[config.mk]
export PLATFORM = sky130hd
export DESIGN_NAME = addsub_pipe
export DESIGN_NICKNAME = d
export VERILOG_FILES = /design/src/rtl/addsub_pkg.sv /design/src/rtl/addsub_slice.sv /design/src/rtl/addsub_pipe.sv
export SDC_FILE = /design/constraint.sdc
export NUM_CORES = 1
export LEC_CHECK = 0
export CAP_MARGIN = 10
export CORE_ASPECT_RATIO = 0.7
export CORE_MARGIN = 4
export CORE_UTILIZATION = 50
export DETAILED_ROUTE_END_ITERATION = 16
export PLACE_DENSITY_LB_ADDON = 0.1
export SLEW_MARGIN = 20
export SYNTH_ARGS = -nofsm -noshare
export SYNTH_HDL_FRONTEND = slang
export SYNTH_SLANG_ARGS = --single-unit
[constraint.sdc]
create_clock -name clk -period 6.4 [get_ports clk]
set_input_delay 1.28 -clock clk [delete_from_list [all_inputs] [get_ports clk]]
set_output_delay 1.28 -clock clk [all_outputs]
set_load 0.02 [all_outputs]
[src/rtl/addsub_pkg.sv]
// Shared types for the pipelined add/subtract unit.
// Saturation support is enabled by defining ADDSUB_SATURATE_EN.
package addsub_pkg;

  localparam int FLAG_W = 5;

  typedef enum logic {
    OP_ADD = 1'b0,
    OP_SUB = 1'b1
  } op_e;

  typedef struct packed {
    logic ovf;
    logic neg;
    logic zero;
    logic borrow;
    logic carry;
  } flags_t;

endpackage

[src/rtl/addsub_slice.sv]
// One registered SW-bit adder slice of the split carry chain.
// Operand b arrives pre-inverted for subtraction; ci supplies the +1.
module addsub_slice
  import addsub_pkg::*;
#(
  parameter int SW = 16
) (
  input  logic          clk,
  input  logic          rst_n,
  input  logic          en,
  input  logic [SW-1:0] a,
  input  logic [SW-1:0] b,
  input  logic          ci,
  output logic [SW-1:0] sum_q,
  output logic          co_q
);

  logic [SW-1:0] sum_d;
  logic          co_d;
  logic [SW:0]   full;

  always_comb begin
    full  = {1'b0, a} + {1'b0, b} + {{SW{1'b0}}, ci};
    sum_d = sum_q;
    co_d  = co_q;
    if (en) begin
      sum_d = full[SW-1:0];
      co_d  = full[SW];
    end
  end

  always_ff @(posedge clk) begin
    if (!rst_n) begin
      sum_q <= '0;
      co_q  <= 1'b0;
    end else begin
      sum_q <= sum_d;
      co_q  <= co_d;
    end
  end

endmodule

[src/rtl/addsub_pipe.sv]
// Pipelined add/subtract with valid/ready handshake and status flags.
// Define ADDSUB_SATURATE_EN to enable per-beat signed saturation.
module addsub_pipe
  import addsub_pkg::*;
#(
  parameter int WIDTH  = 32,
  parameter int STAGES = 2
) (
  input  logic              clk,
  input  logic              rst_n,
  input  logic              in_valid,
  output logic              in_ready,
  input  logic              in_op,
  input  logic              in_sat,
  input  logic [WIDTH-1:0]  in_a,
  input  logic [WIDTH-1:0]  in_b,
  output logic              out_valid,
  input  logic              out_ready,
  output logic [WIDTH-1:0]  out_res,
  output logic [FLAG_W-1:0] out_flags
);

  localparam int SW = WIDTH / STAGES;

  if ((WIDTH % STAGES) != 0 || STAGES < 1 || STAGES > 8) begin : g_bad_cfg
    $error("addsub_pipe: bad WIDTH/STAGES");
  end

  logic [STAGES-1:0] vld_q, vld_d;
  logic [STAGES-1:0] op_q, op_d;
  logic [STAGES-1:0] sat_q, sat_d;
  logic [WIDTH-1:0]  a_q  [STAGES];
  logic [WIDTH-1:0]  a_d  [STAGES];
  logic [WIDTH-1:0]  b_q  [STAGES];
  logic [WIDTH-1:0]  b_d  [STAGES];
  logic [WIDTH-1:0]  lo_q [STAGES];
  logic [WIDTH-1:0]  lo_d [STAGES];

  // Index 0 is the input port, index k+1 is stage k's register.
  logic [STAGES:0]   src_v, src_op, src_sat, src_c;
  logic [WIDTH-1:0]  src_a  [STAGES+1];
  logic [WIDTH-1:0]  src_b  [STAGES+1];
  logic [WIDTH-1:0]  src_lo [STAGES+1];

  logic [STAGES:0]   adv;
  logic [SW-1:0]     sl_a  [STAGES];
  logic [SW-1:0]     sl_b  [STAGES];
  logic [SW-1:0]     sum_w [STAGES];
  logic [WIDTH-1:0]  res_c [STAGES];
  logic [STAGES-1:0] co_w;

  always_comb begin
    adv[STAGES] = out_ready;
    for (int k = STAGES - 1; k >= 0; k--) begin
      adv[k] = !vld_q[k] || adv[k+1];
    end
  end

  assign in_ready = rst_n && adv[0];

  always_comb begin
    src_v[0]   = in_valid;
    src_op[0]  = in_op;
`ifdef ADDSUB_SATURATE_EN
    src_sat[0] = in_sat;
`else
    src_sat[0] = 1'b0;
`endif
    src_c[0]   = in_op;
    src_a[0]   = in_a;
    src_b[0]   = in_b;
    src_lo[0]  = '0;
    for (int k = 0; k < STAGES; k++) begin
      src_v[k+1]   = vld_q[k];
      src_op[k+1]  = op_q[k];
      src_sat[k+1] = sat_q[k];
      src_c[k+1]   = co_w[k];
      src_a[k+1]   = a_q[k];
      src_b[k+1]   = b_q[k];
      src_lo[k+1]  = res_c[k];
    end
  end

  always_comb begin
    for (int k = 0; k < STAGES; k++) begin
      sl_a[k]  = src_a[k][k*SW +: SW];
      sl_b[k]  = src_b[k][k*SW +: SW] ^ {SW{src_op[k]}};
      res_c[k] = lo_q[k];
      res_c[k][k*SW +: SW] = sum_w[k];
    end
  end

  for (genvar g = 0; g < STAGES; g++) begin : g_slice
    addsub_slice #(.SW(SW)) u_slice (
      .clk   (clk),
      .rst_n (rst_n),
      .en    (adv[g]),
      .a     (sl_a[g]),
      .b     (sl_b[g]),
      .ci    (src_c[g]),
      .sum_q (sum_w[g]),
      .co_q  (co_w[g])
    );
  end

  always_comb begin
    vld_d = vld_q;
    op_d  = op_q;
    sat_d = sat_q;
    for (int k = 0; k < STAGES; k++) begin
      a_d[k]  = a_q[k];
      b_d[k]  = b_q[k];
      lo_d[k] = lo_q[k];
      if (adv[k]) begin
        vld_d[k] = src_v[k];
        op_d[k]  = src_op[k];
        sat_d[k] = src_sat[k];
        a_d[k]   = src_a[k];
        b_d[k]   = src_b[k];
        lo_d[k]  = src_lo[k];
      end
    end
  end

  always_ff @(posedge clk) begin
    if (!rst_n) begin
      vld_q <= '0;
      op_q  <= '0;
      sat_q <= '0;
      for (int k = 0; k < STAGES; k++) begin
        a_q[k]  <= '0;
        b_q[k]  <= '0;
        lo_q[k] <= '0;
      end
    end else begin
      vld_q <= vld_d;
      op_q  <= op_d;
      sat_q <= sat_d;
      for (int k = 0; k < STAGES; k++) begin
        a_q[k]  <= a_d[k];
        b_q[k]  <= b_d[k];
        lo_q[k] <= lo_d[k];
      end
    end
  end

  logic [WIDTH-1:0] res_raw, res_fin;
  logic             am, bm, rm, ovf, is_sub;
  flags_t           fl;

  always_comb begin
    res_raw = src_lo[STAGES];
    is_sub  = (op_e'(src_op[STAGES]) == OP_SUB);
    am      = src_a[STAGES][WIDTH-1];
    bm      = src_b[STAGES][WIDTH-1];
    rm      = res_raw[WIDTH-1];
    ovf     = is_sub ? (am != bm && rm != am)
                     : (am == bm && rm != am);
    res_fin = res_raw;
`ifdef ADDSUB_SATURATE_EN
    // A positive operand a overflowing means the true result was too large.
    if (src_sat[STAGES] && ovf) begin
      res_fin = am ? {1'b1, {(WIDTH-1){1'b0}}}
                   : {1'b0, {(WIDTH-1){1'b1}}};
    end
`endif
    fl.ovf    = ovf;
    fl.neg    = res_fin[WIDTH-1];
    fl.zero   = (res_fin == '0);
    fl.borrow = is_sub && !src_c[STAGES];
    fl.carry  = !is_sub && src_c[STAGES];
  end

`ifndef ADDSUB_SATURATE_EN
  logic sat_unused;
  assign sat_unused = in_sat ^ src_sat[STAGES];
`endif

  assign out_valid = src_v[STAGES];
  assign out_res   = out_valid ? res_fin : '0;
  assign out_flags = out_valid ? fl : '0;

endmodule

-- Word-level counts from Yosys, hierarchy flattened
Memory sizes are Yosys's and may differ from the RTL's.
Cells that the tools add are included.
- add/sub/neg operators: 4
- equal/unequal tests: 3
- muxes and demuxes: 17
- bitwise logic cells: 8
- reductions and logical operators: 12
- operator list (operator ; count):
    $mux 32 ; 13
    $add 16x16->17 ; 2
    $add 17x1->17 ; 2
    $logic_not 32->1 ; 1
    $xor 16x16->16 ; 2
    $or 1x1->1 ; 6
    $logic_and 1x1->1 ; 5
    $mux 5 ; 1
    $logic_not 1->1 ; 4
    $mux 1 ; 3
    $logic_or 1x1->1 ; 2
    $ne 1x1->1 ; 2
    $eq 1x1->1 ; 1
- flip-flop bits (word level): 38
- bits in writable memories: 192
- bits of input ports: 70
- output and inout port bits: 39
- word-level logic and storage cells: 55
- memories: 3
- memory list (name ; depth ; bits a word ; read ports ; clocked after memory_dff ; wr ports ; RTL line ; RTL):
    a_q ; 2 ; 32 ; 2 ; 0 ; 2 ; addsub_pipe.sv:32 ; logic [WIDTH-1:0] a_q [STAGES];
    b_q ; 2 ; 32 ; 2 ; 0 ; 2 ; addsub_pipe.sv:34 ; logic [WIDTH-1:0] b_q [STAGES];
    lo_q ; 2 ; 32 ; 2 ; 0 ; 2 ; addsub_pipe.sv:36 ; logic [WIDTH-1:0] lo_q [STAGES];

-- Longest topological paths before layout
Gate-level depths: netlist (run 1).
- word-level depth: 5
- mapped depth: 11
- mapped depth without buffers: 9

-- Hierarchy
From an unflattened synthesis (run 1), not the netlist that was laid out.
- cell total of the unflattened synthesis: 670
- area total of the unflattened synthesis: 5532.8 µm²
- modules (own cells, without submodules) (module ; instances ; cells each ; area each (µm²) ; seq. area each (µm²)):
    addsub_pipe ; 1 ; 328 ; 2668.8 ; 1081.0
    addsub_slice at g_slice[0].u_slice ; 1 ; 174 ; 1455.1 ; 340.3
    addsub_slice at g_slice[1].u_slice ; 1 ; 168 ; 1408.9 ; 340.3

-- Least setup slack after synthesis (run 1)
Ideal clock, no wire load.
- kind: input to register
- start: in in_op
- end: reg g_slice[0].u_slice.sum_q[12]
- setup time: 0.079 ns
- arrival time: 3.477 ns
- required time: 6.321 ns
- slack: 2.844 ns
- stages on the path: 10
- buffers on the path: 2
- cell sequence: buf_6 -> clkbuf_1 -> xor2_1 -> ha_1 -> a21o_1 -> a2111oi_4 -> a21oi_2 -> o22a_1 -> a211o_1 -> o211ai_1
- cells in the longest elaborated chain, start to end: 3
- ends and longest elaborated chain (item ; RTL line ; RTL):
    start: declaration ; addsub_pipe.sv:13 ; input logic in_op,
    $xor 16x16->16 ; addsub_pipe.sv:87 ; sl_b[k] = src_b[k][k*SW +: SW] ^ {SW{src_op[k]}};
    $add 16x16->17 ; addsub_slice.sv:23 ; full = {1'b0, a} + {1'b0, b} + {{SW{1'b0}}, ci};
    $add 17x1->17 * ; addsub_slice.sv:23 ;
    end signal: assignment ; addsub_slice.sv:37 ; sum_q <= sum_d;
    end: declaration ; addsub_slice.sv:14 ; output logic [SW-1:0] sum_q,
Mark *: on every way between the ends. The rest lies on a longest branch, timed or not.
A chain may end at the register's enable or synchronous reset.

-- Final worst setup path (run 1)
- start: in out_ready
- end: out in_ready
- cells in the longest elaborated chain, start to end: 3
- ends and longest elaborated chain (item ; RTL line ; RTL):
    start: declaration ; addsub_pipe.sv:18 ; input logic out_ready,
    $logic_or 1x1->1 (2 in series) ; addsub_pipe.sv:55 ; adv[k] = !vld_q[k] || adv[k+1];
    $logic_and 1x1->1 ; addsub_pipe.sv:59 ; assign in_ready = rst_n && adv[0];
    end: declaration ; addsub_pipe.sv:12 ; output logic in_ready,
Every way passes these cells.

==> flow_metrics.env, run 1 <==
export IMPL_global_route_overflow_total=0
export IMPL_synth_enable_flop_cells=0
export IMPL_grt_pass1_wl_mm=22.5
export IMPL_place_port_buffers=107
export IMPL_floorplan_rows=30
export IMPL_postCtsSetupRepairBufs=0
export IMPL_synth_adder_area_share_pct=8.50
export IMPL_final_hold_worst_slack_ns=0.454
export IMPL_die_width_um=129
export IMPL_starting_density_of_the_core_pct=52.1
export IMPL_timing_critical_path_buf_inv=4
export IMPL_critPathLaunchType="primary input"
export IMPL_largest_fanout_on_the_critical_path=42
export IMPL_starting_drt_drc_count=360
export IMPL_setup_reg_to_reg_worst_slack_ns=3.11
export IMPL_critPathTopFamily="buffers and inverters"
export IMPL_post_synth_num_cell_types=57
export IMPL_antenna_cells_inserted=0
export IMPL_die_area_mm2=0.0120
export IMPL_timing_worst_slew_pin_value_ns=1.07
export IMPL_leakage_nw=2.70
export IMPL_layout_commonest_cell="nand2_1"
export IMPL_finalSetupTns_ns=0
export IMPL_period_share_pct=70.5
export IMPL_post_drt_via_cell_ratio=5.56
export IMPL_final_setup_skew_ns=0.00860
export IMPL_capture_point_of_the_worst_reg_to_reg_path="g_slice[1].u_slice.sum_q[14]"
export IMPL_worst_endpoint_required_ns=5.12
export IMPL_critical_path_slowest_cell="clkdlybuf4s50_1"
export IMPL_wirelength_met1_mm=6.98
export IMPL_layout_common_cells="nand2_1 (135), clkdlybuf4s50_1 (107), dfxtp_1 (88)"
export IMPL_postRouteWirelength_mm=13.5
export IMPL_design_portCount=109
export IMPL_clock_insertion_delay_worst_skew_ns=0.34
export IMPL_vdd_drop_max_mv=0.152
export IMPL_combinational_family_with_the_most_area_after_synthesis="simple AND/OR/NAND/NOR gates"
export IMPL_vias=4849
export IMPL_grt_setup_unrepaired="no"
export IMPL_detailed_place_hpwl_mm=10.2
export IMPL_tritoncts_num_buffers=9
export IMPL_area_of_the_placeable_core_mm2=0.00983
export IMPL_grt_pass1_vias=4593
export IMPL_met2WireLength_mm=5.77
export IMPL_critical_path_cell_chain="clkdlybuf4s50_1, and2b_1, buf_4, nand2_1, nand2_1, inv_1, clkdlybuf4s50_1"
export IMPL_top_layer_used="met4"
export IMPL_cts_root_buffer="clkbuf_16"
export IMPL_worst_path_stages=7
export IMPL_multiInputGateArea_mm2=0.00315
export IMPL_antenna_violating_nets_post_route=0
export IMPL_cts_resized=0
export IMPL_min_delay_worst_endpoint="g_slice[0].u_slice.sum_q[2]"
export IMPL_criticalPathCategory="primary input to output pin"
export IMPL_setup_violations=0
export IMPL_final_seq_area_mm2=0.00176
export IMPL_hold_buffers=0
export IMPL_cts_sinks=88
export IMPL_sort_of_element_at_the_end_of_the_critical_path="output pin"
export IMPL_fillers=905
export IMPL_synth_compound_area_share_pct=20.3
export IMPL_pin_count_of_the_biggest_net_entering_global_routing=55
export IMPL_hold_path_class="register to register"
export IMPL_final_hold_viol_count=0
export IMPL_synth_simple_gate_area_share_pct=24.0
export IMPL_critical_path_max_stage_delay_ns=0.54
export IMPL_reg2reg_from="op_q[0]"
export IMPL_worst_hold_path_stage_count=2
export IMPL_minimum_clock_period_ns=4.51
export IMPL_timing_critical_path_arrival_ns=3.23
export IMPL_drtPass1Iterations=5
export IMPL_flow_area_growth_from_synthesis_pct=28.4
export IMPL_post_synth_xor_area_fraction_pct=8.55
export IMPL_postSynthRegisterBits=88
export IMPL_timing_max_slew_rel_slack_pct=28.4
export IMPL_achievable_frequency_mhz=222
export IMPL_grt_antenna_before_repair=0
export IMPL_global_route_usage_total_pct=23.4
export IMPL_syn_mean_instance_area_um2=7.85
export IMPL_synthFlopType="dfxtp_1"
export IMPL_max_cap_violations=0
export IMPL_synth_area_mux_share_pct=0.269
export IMPL_slew_violations=0
export IMPL_dr_wl_met3_um=710
export IMPL_rr_worst_depth=9
export IMPL_chipHeight_um=92.7
export IMPL_synth_cell_area_mm2=0.00512
export IMPL_outcome="finished, final reports clean"
export IMPL_hold_path_startpoint="g_slice[0].u_slice.sum_q[2]"
export IMPL_post_route_cells_drive_above_1_share_pct=4.44
export IMPL_synthesis_instances=653
export IMPL_clkTransAtPathRegs_ns=0.06
export IMPL_synth_yosys_warnings=0
export IMPL_synth_fp_nets=756
export IMPL_post_drt_wl_per_cell_um=15.5
export IMPL_max_clock_path_buffers=2
export IMPL_htree_levels=3
export IMPL_synth_sequential_area_ratio_pct=34.4
export IMPL_nets=842
export IMPL_power_density_cell_area_mw_per_mm2=251
export IMPL_globalplace_congestion=0.924
export IMPL_asyncSetResetFlopFracSynth_pct=0
export IMPL_drc_violation_count_after_routing=0
export IMPL_cts_tree="done"
layer usage:
metal  global-route usage, %  vias to the layer above
li1                        -                     2423
met1                    35.6                     2279
met2                    33.8                      141
met3                    4.90                        6
met4                    4.55                        0
met5                       0                        -
synth_stat cells (all sizes together) (9+ instances only):
| cell | count | area share, % |
|---|---|---|
| nand2 | 135 | 9.9 |
| a21oi | 81 | 8.0 |
| xor2 | 35 | 6.0 |
| nor2 | 31 | 2.3 |
| clkbuf | 32 | 2.3 |
| ha | 30 | 7.3 |
| a211oi | 12 | 1.9 |
| xnor2 | 15 | 2.6 |
| dfxtp | 88 | 34 |
| or3 | 9 | 1.1 |
| nand3 | 20 | 2.0 |
| inv | 13 | 0.95 |
| and2 | 36 | 4.4 |
| o21ai | 26 | 2.5 |
kinds of logic (layout without fill, tap and decap cells):
kind of cell / after synthesis / in the layout
muxes: 1 / 1
AOI/OAI and AO/OA: 166 / 166
and+or+nand+nor: 264 / 264
xor gates and xnor gates: 50 / 50
buffers and inverters: 51 / 142
DFF: 88 / 88
adders and majority gates: 33 / 33
tightest hold or removal path, cell delays in order, from the launching register on:
cell,delay (ns)
dfxtp_1,0.31
nand2_1,0.05
a21oi_1,0.05
per-stage QoR:
| stage | area [µm²] | cells | power (mW) | util (%) | setup WS [ns] |
|---|---|---|---|---|---|
| floorplan | 5120 | 653 | 0.927 | - | 2.84 |
| global placement | 6240 | 856 | 1.05 | 63.5 | 1.96 |
| detailed placement | 6240 | 856 | 1.06 | 63.5 | 1.93 |
| CTS | 6580 | 872 | 1.65 | 66.9 | 1.90 |
| global route | 6580 | 872 | 1.73 | 66.9 | 1.78 |
| finish | 6580 | 872 | 1.65 | 66.9 | 1.89 |
registers in the layout, indices dropped and copies added, names as in the netlist:
register and cells:
a_q 17, b_q 17, g_slice.u_slice.co_q 2, g_slice.u_slice.sum_q 32
lo_q 16, op_q 2, vld_q 2
how the worst max path moves through the flow:
| stage | from | to | slack, ns |
|---|---|---|---|
| after floorplan | in_op | g_slice[0].u_slice.sum_q[12] | 2.84 |
| after global placement | out_ready | in_ready | 1.96 |
| after detailed placement | out_ready | in_ready | 1.93 |
| after CTS | out_ready | in_ready | 1.90 |
| after global routing | out_ready | in_ready | 1.78 |
| final | out_ready | in_ready | 1.89 |
area by class of cell:
| type | instances | area share (%) |
|---|---|---|
| Inverter | 13 | 0.742 |
| Sequential cell | 88 | 26.8 |
| Clock buffer | 11 | 3.84 |
| Timing Repair Buffer | 113 | 17.0 |
| Tap cell | 128 | 2.43 |
| Clock inverter | 5 | 1.31 |
| Multi-Input combinational cell | 514 | 47.9 |
power breakdown:
group | leakage, nW | switching, mW | internal (mW) | total, mW
logic | 1.80 | 0.211 | 0.191 | 0.402
registers | 0.730 | 0.0496 | 0.608 | 0.658
clock network | 0.167 | 0.222 | 0.367 | 0.589
No activity file was read; power rests on OpenSTA's default activity.
==> run 2: changes to the inputs <==
Settings changed: CORE_UTILIZATION 50 to 47.
Clock period 6.4 ns to 3.9 ns, I/O delays scaled along.
==> run 2 against run 1 <==
Effect of this change: clock-buffer cell count unchanged; sequential power up 64%; largest power group unchanged; register-to-register slack worse by 2.2 ns; largest cell class unchanged.
==> flow_metrics.env, run 2 (synthesized netlist as in run 1, its figures left out) <==
export IMPL_max_clock_path_buffers=2
export IMPL_cts_sinks=88
export IMPL_die_width_um=133
export IMPL_grt_pass1_vias=4530
export IMPL_fillers=944
export IMPL_largest_reg_flops=32
export IMPL_tritoncts_num_buffers=9
export IMPL_cts_root_buffer="clkbuf_16"
export IMPL_period_share_pct=84.3
export IMPL_finish_cell_count_without_fillers=880
export IMPL_sort_of_element_at_the_end_of_the_critical_path="register"
export IMPL_timing_max_slew_rel_slack_pct=39.5
export IMPL_pin_count_of_the_biggest_net_entering_global_routing=51
export IMPL_hold_buffers=0
export IMPL_place_detailed_instances=864
export IMPL_globalplace_congestion=0.906
export IMPL_chipHeight_um=95.4
export IMPL_grt_pass1_wl_mm=22.1
export IMPL_postRouteWirelength_mm=13.7
export IMPL_finalSetupTns_ns=0
export IMPL_largest_register="g_slice.u_slice.sum_q"
export IMPL_flow_area_growth_from_synthesis_pct=28.6
export IMPL_postCtsSetupRepairBufs=0
export IMPL_floorplan_rows=31
export IMPL_worst_hold_path_stage_count=2
export IMPL_antenna_cells_inserted=0
export IMPL_reg2reg_from="op_q[0]"
export IMPL_clkTransAtPathRegs_ns=0.07
export IMPL_slew_violations=0
export IMPL_final_seq_area_mm2=0.00176
export IMPL_post_drt_wl_per_cell_um=15.5
export IMPL_hold_path_startpoint="g_slice[0].u_slice.sum_q[6]"
export IMPL_largest_fanout_on_the_critical_path=10
export IMPL_design_portCount=109
export IMPL_final_setup_skew_ns=0.00875
export IMPL_critPathLaunchType="primary input"
export IMPL_placement_setup_worst_slack_ns=0.300
export IMPL_cts_resized=0
export IMPL_post_drt_via_cell_ratio=5.46
export IMPL_rr_worst_depth=9
export IMPL_drc_violation_count_after_routing=0
export IMPL_leakage_nw=2.71
export IMPL_vdd_drop_max_mv=0.219
export IMPL_htree_levels=3
export IMPL_max_cap_violations=0
export IMPL_total_power_mw=2.65
export IMPL_setup_reg_to_reg_worst_slack_ns=0.90
export IMPL_area_of_the_placeable_core_mm2=0.0105
export IMPL_min_delay_worst_endpoint="g_slice[0].u_slice.sum_q[6]"
export IMPL_power_density_cell_area_mw_per_mm2=402
export IMPL_nets=846
export IMPL_grt_setup_unrepaired="no"
export IMPL_criticalPathCategory="primary input to register"
export IMPL_multiInputGateArea_mm2=0.00315
export IMPL_grt_antenna_before_repair=0
export IMPL_biggestRegsByFlops="g_slice.u_slice.sum_q: 32 flops, a_q: 17 flops, b_q: 17 flops"
export IMPL_starting_density_of_the_core_pct=48.9
export IMPL_die_area_mm2=0.0127
export IMPL_timing_worst_slew_pin_value_ns=0.907
export IMPL_achievable_frequency_mhz=304
export IMPL_timing_critical_path_arrival_ns=3.51
export IMPL_starting_drt_drc_count=297
export IMPL_final_hold_viol_count=0
export IMPL_hold_path_class="register to register"
export IMPL_global_route_overflow_total=0
export IMPL_minimum_clock_period_ns=3.29
export IMPL_drtPass1Iterations=5
export IMPL_clock_insertion_delay_worst_skew_ns=0.34
export IMPL_setup_violations=0
export IMPL_layout_commonest_cell="nand2_1"
export IMPL_capture_point_of_the_worst_reg_to_reg_path="g_slice[1].u_slice.sum_q[14]"
export IMPL_global_route_usage_total_pct=21.5
export IMPL_worst_endpoint_required_ns=4.12
export IMPL_detailed_place_hpwl_mm=10.4
export IMPL_cts_tree="done"
export IMPL_vias=4803
export IMPL_post_route_cells_drive_above_1_share_pct=4.95
export IMPL_outcome="finished, final reports clean"
export IMPL_antenna_violating_nets_post_route=0
export IMPL_final_critical_path_setup_slack_ns=0.610
export IMPL_place_port_buffers=107
export IMPL_layout_common_cells="nand2_1 (135), clkdlybuf4s50_1 (107), dfxtp_1 (88)"
==> run 2: cell count changes in the layout (fill, tap and decap cells not counted), sizes merged <==
cell | before | now
buf | 6 | 10
bufinv | 2 | 1
clkinv | 1 | 2
==> run 2: how the worst max path moves through the flow <==
| stage | cells after the start | startpoint | to |
|---|---|---|---|
| floorplan | 10 | in_op | g_slice[0].u_slice.sum_q[12] |
| global placement | 9 | in_op | g_slice[0].u_slice.sum_q[13] |
| CTS | 9 | in_op | g_slice[0].u_slice.sum_q[15] |
| global route | 9 | in_op | g_slice[0].u_slice.sum_q[15] |
| detailed placement | 9 | in_op | g_slice[0].u_slice.sum_q[15] |
| finish | 9 | in_op | g_slice[0].u_slice.sum_q[15] |
==> run 2: routing by layer <==
layer	wire length, µm	vias up	share of wire, %	track usage, %
li1	-	2435	-	-
met1	7150	2212	52	32.6
met2	5620	146	41	31.2
met3	820	10	6.0	5.22
met4	86	0	0.63	3.55
met5	0	-	0	0
==> run 2: where the power goes <==
part / total (mW) / internal, mW / switching [mW]
Combinational: 0.671 / 0.316 / 0.355
Clock: 0.905 / 0.536 / 0.369
Sequential: 1.08 / 0.999 / 0.0777
Total: 2.65 / 1.85 / 0.802
==> run 2: critical path, cell delays in order <==
cell and delay, ns:
clkdlybuf4s50_1 0.69, xor2_1 0.28, ha_1 0.36, a21oi_1 0.27, o211ai_2 0.18, a2111oi_2 0.52, o31ai_1 0.16, xnor2_1 0.20
o21ai_1 0.08
==> run 2: cell type report <==
cell class / instances / area share, %
Clock buffer: 11 / 3.84
Clock inverter: 5 / 0.930
Inverter: 13 / 0.740
Multi-Input combinational cell: 514 / 47.9
Sequential cell: 88 / 26.7
Tap cell: 132 / 2.51
Timing Repair Buffer: 117 / 17.4
==> run 2: through the flow <==
stage	util [%]	hold slack [ns]	instance area [µm²]
2_1_floorplan	-	0.432	5120
3_3_place_gp	59.9	0.444	6280
3_5_place_dp	59.9	0.448	6280
4_1_cts	62.9	0.458	6590
5_1_grt	62.9	0.474	6590
6_report	62.9	0.456	6590
==> run 3: changes to the inputs <==
Settings changed: CORE_UTILIZATION 47 to 50.
Clock period 3.9 ns to 3.33 ns, I/O delays scaled along.
==> run 3 against run 2 <==
Effect of this change: sequential power up 17%; clock-buffer cell count down 1; sequential share of layout area down 0.16 points; clock skew down 0.0017 ns; global-route usage up 2.3 points; power up 18%; final cell count unchanged; non-clock buffer count up 4; largest power group unchanged; critical endpoint is now out_flags[2]; sequential cell count unchanged; first-iteration DRC count up 37%; combinational power up 19%; clock power up 17%.
==> flow_metrics.env, run 3 (synthesized netlist as in run 1, its figures left out) <==
export IMPL_timing_worst_slew_pin_value_ns=0.751
export IMPL_final_seq_area_mm2=0.00176
export IMPL_htree_levels=3
export IMPL_sort_of_element_at_the_end_of_the_critical_path="output pin"
export IMPL_globalplace_congestion=0.926
export IMPL_outcome="finished, final reports clean"
export IMPL_antenna_violating_nets_post_route=0
export IMPL_clock_insertion_delay_worst_skew_ns=0.34
export IMPL_critPathLaunchType="register"
export IMPL_timing_critical_path_arrival_ns=2.34
export IMPL_period_share_pct=90.2
export IMPL_post_dp_cell_area_mm2=0.00631
export IMPL_cts_root_buffer="clkbuf_16"
export IMPL_global_route_overflow_total=0
export IMPL_detailed_place_hpwl_mm=10.9
export IMPL_biggestRegsByFlops="g_slice.u_slice.sum_q: 32 flops, a_q: 17 flops, b_q: 17 flops"
export IMPL_postCtsSetupRepairBufs=0
export IMPL_place_detailed_instances=864
export IMPL_clkTransAtPathRegs_ns=0.06
export IMPL_grt_antenna_before_repair=0
export IMPL_place_port_buffers=107
export IMPL_total_power_mw=3.12
export IMPL_largest_reg_flops=32
export IMPL_finalSetupTns_ns=0
export IMPL_die_width_um=129
export IMPL_global_route_usage_total_pct=23.8
export IMPL_setup_violations=0
export IMPL_flow_area_growth_from_synthesis_pct=29.4
export IMPL_largest_register="g_slice.u_slice.sum_q"
export IMPL_post_route_cell_area_mm2=0.00663
export IMPL_tritoncts_num_buffers=9
export IMPL_placement_setup_worst_slack_ns=0.0698
export IMPL_layout_common_cells="nand2_1 (135), clkdlybuf4s50_1 (107), dfxtp_1 (88)"
export IMPL_post_drt_via_cell_ratio=5.56
export IMPL_post_route_cells_drive_above_1_share_pct=5.45
export IMPL_multiInputGateArea_mm2=0.00315
export IMPL_cts_sinks=88
export IMPL_postRouteWirelength_mm=14.0
export IMPL_criticalPathCategory="register to output pin"
export IMPL_slew_violations=0
export IMPL_post_drt_wl_per_cell_um=15.9
export IMPL_timing_max_slew_rel_slack_pct=49.9
export IMPL_final_critical_path_setup_slack_ns=0.325
export IMPL_final_setup_skew_ns=0.00706
export IMPL_hold_buffers=0
export IMPL_power_density_cell_area_mw_per_mm2=470
export IMPL_grt_pass1_wl_mm=22.8
export IMPL_drc_violation_count_after_routing=0
export IMPL_final_hold_viol_count=0
export IMPL_cts_resized=0
export IMPL_largest_fanout_on_the_critical_path=3
export IMPL_area_of_the_placeable_core_mm2=0.00983
export IMPL_starting_drt_drc_count=408
export IMPL_vdd_drop_max_mv=0.264
export IMPL_antenna_cells_inserted=0
export IMPL_chipHeight_um=92.7
export IMPL_max_cap_violations=0
export IMPL_floorplan_rows=30
export IMPL_leakage_nw=2.73
export IMPL_nets=850
export IMPL_layout_commonest_cell="nand2_1"
export IMPL_minimum_clock_period_ns=3.00
export IMPL_finish_cell_count_without_fillers=880
export IMPL_drtPass1Iterations=5
export IMPL_achievable_frequency_mhz=333
export IMPL_hold_path_class="register to register"
export IMPL_pin_count_of_the_biggest_net_entering_global_routing=51
export IMPL_starting_density_of_the_core_pct=52.1
export IMPL_max_clock_path_buffers=2
export IMPL_cts_tree="done"
export IMPL_design_portCount=109
export IMPL_die_area_mm2=0.0120
export IMPL_worst_endpoint_required_ns=2.66
export IMPL_fillers=831
export IMPL_vias=4889
export IMPL_grt_setup_unrepaired="no"
export IMPL_grt_pass1_vias=4634
==> run 3: critical path, stage by stage, from the launching register on <==
cell             delay, ns
dfxtp_1               0.33
nor4_1                0.66
nand4_1               0.16
nor3_1                0.21
clkdlybuf4s50_1       0.64
==> run 3: where the power goes <==
part           switching [mW]  internal, mW  leakage [nW]
clock                   0.441         0.614         0.155
combinational           0.423         0.376          1.85
sequential             0.0926          1.17         0.730
total                   0.957          2.16          2.73
==> run 3: path summary, 6_finish.rpt <==
kind	start	end	slack [ns]	cells after the start
max reg2reg	op_q[0]	g_slice[1].u_slice.sum_q[14]	0.34	9
min	a_q[0][23]	a_q[0][23]	0.46	2
max	g_slice[1].u_slice.sum_q[2]	out_flags[2]	0.33	4
min reg2reg	a_q[0][23]	a_q[0][23]	0.46	2
==> run 3: layer usage <==
| metal | vias up | track usage (%) | share of wire [%] |
|---|---|---|---|
| met5 | - | 0 | 0 |
| met3 | 18 | 4.96 | 6.1 |
| met4 | 0 | 7.08 | 1.5 |
| li1 | 2441 | - | - |
| met2 | 178 | 33.8 | 42 |
| met1 | 2252 | 35.9 | 50 |
==> run 3: layout make-up <==
cell class	count	area share, %
Clock inverter	6	1.15
Inverter	13	0.736
Sequential cell	88	26.6
Tap cell	128	2.42
Multi-Input combinational cell	514	47.6
Timing Repair Buffer	121	17.9
Clock buffer	10	3.61
==> run 3: metrics by stage <==
stage / utilization (%) / hold slack, ns
floorplan: - / 0.432
global placement: 64.2 / 0.444
detailed placement: 64.2 / 0.445
CTS: 67.4 / 0.457
global route: 67.4 / 0.482
finish: 67.4 / 0.458
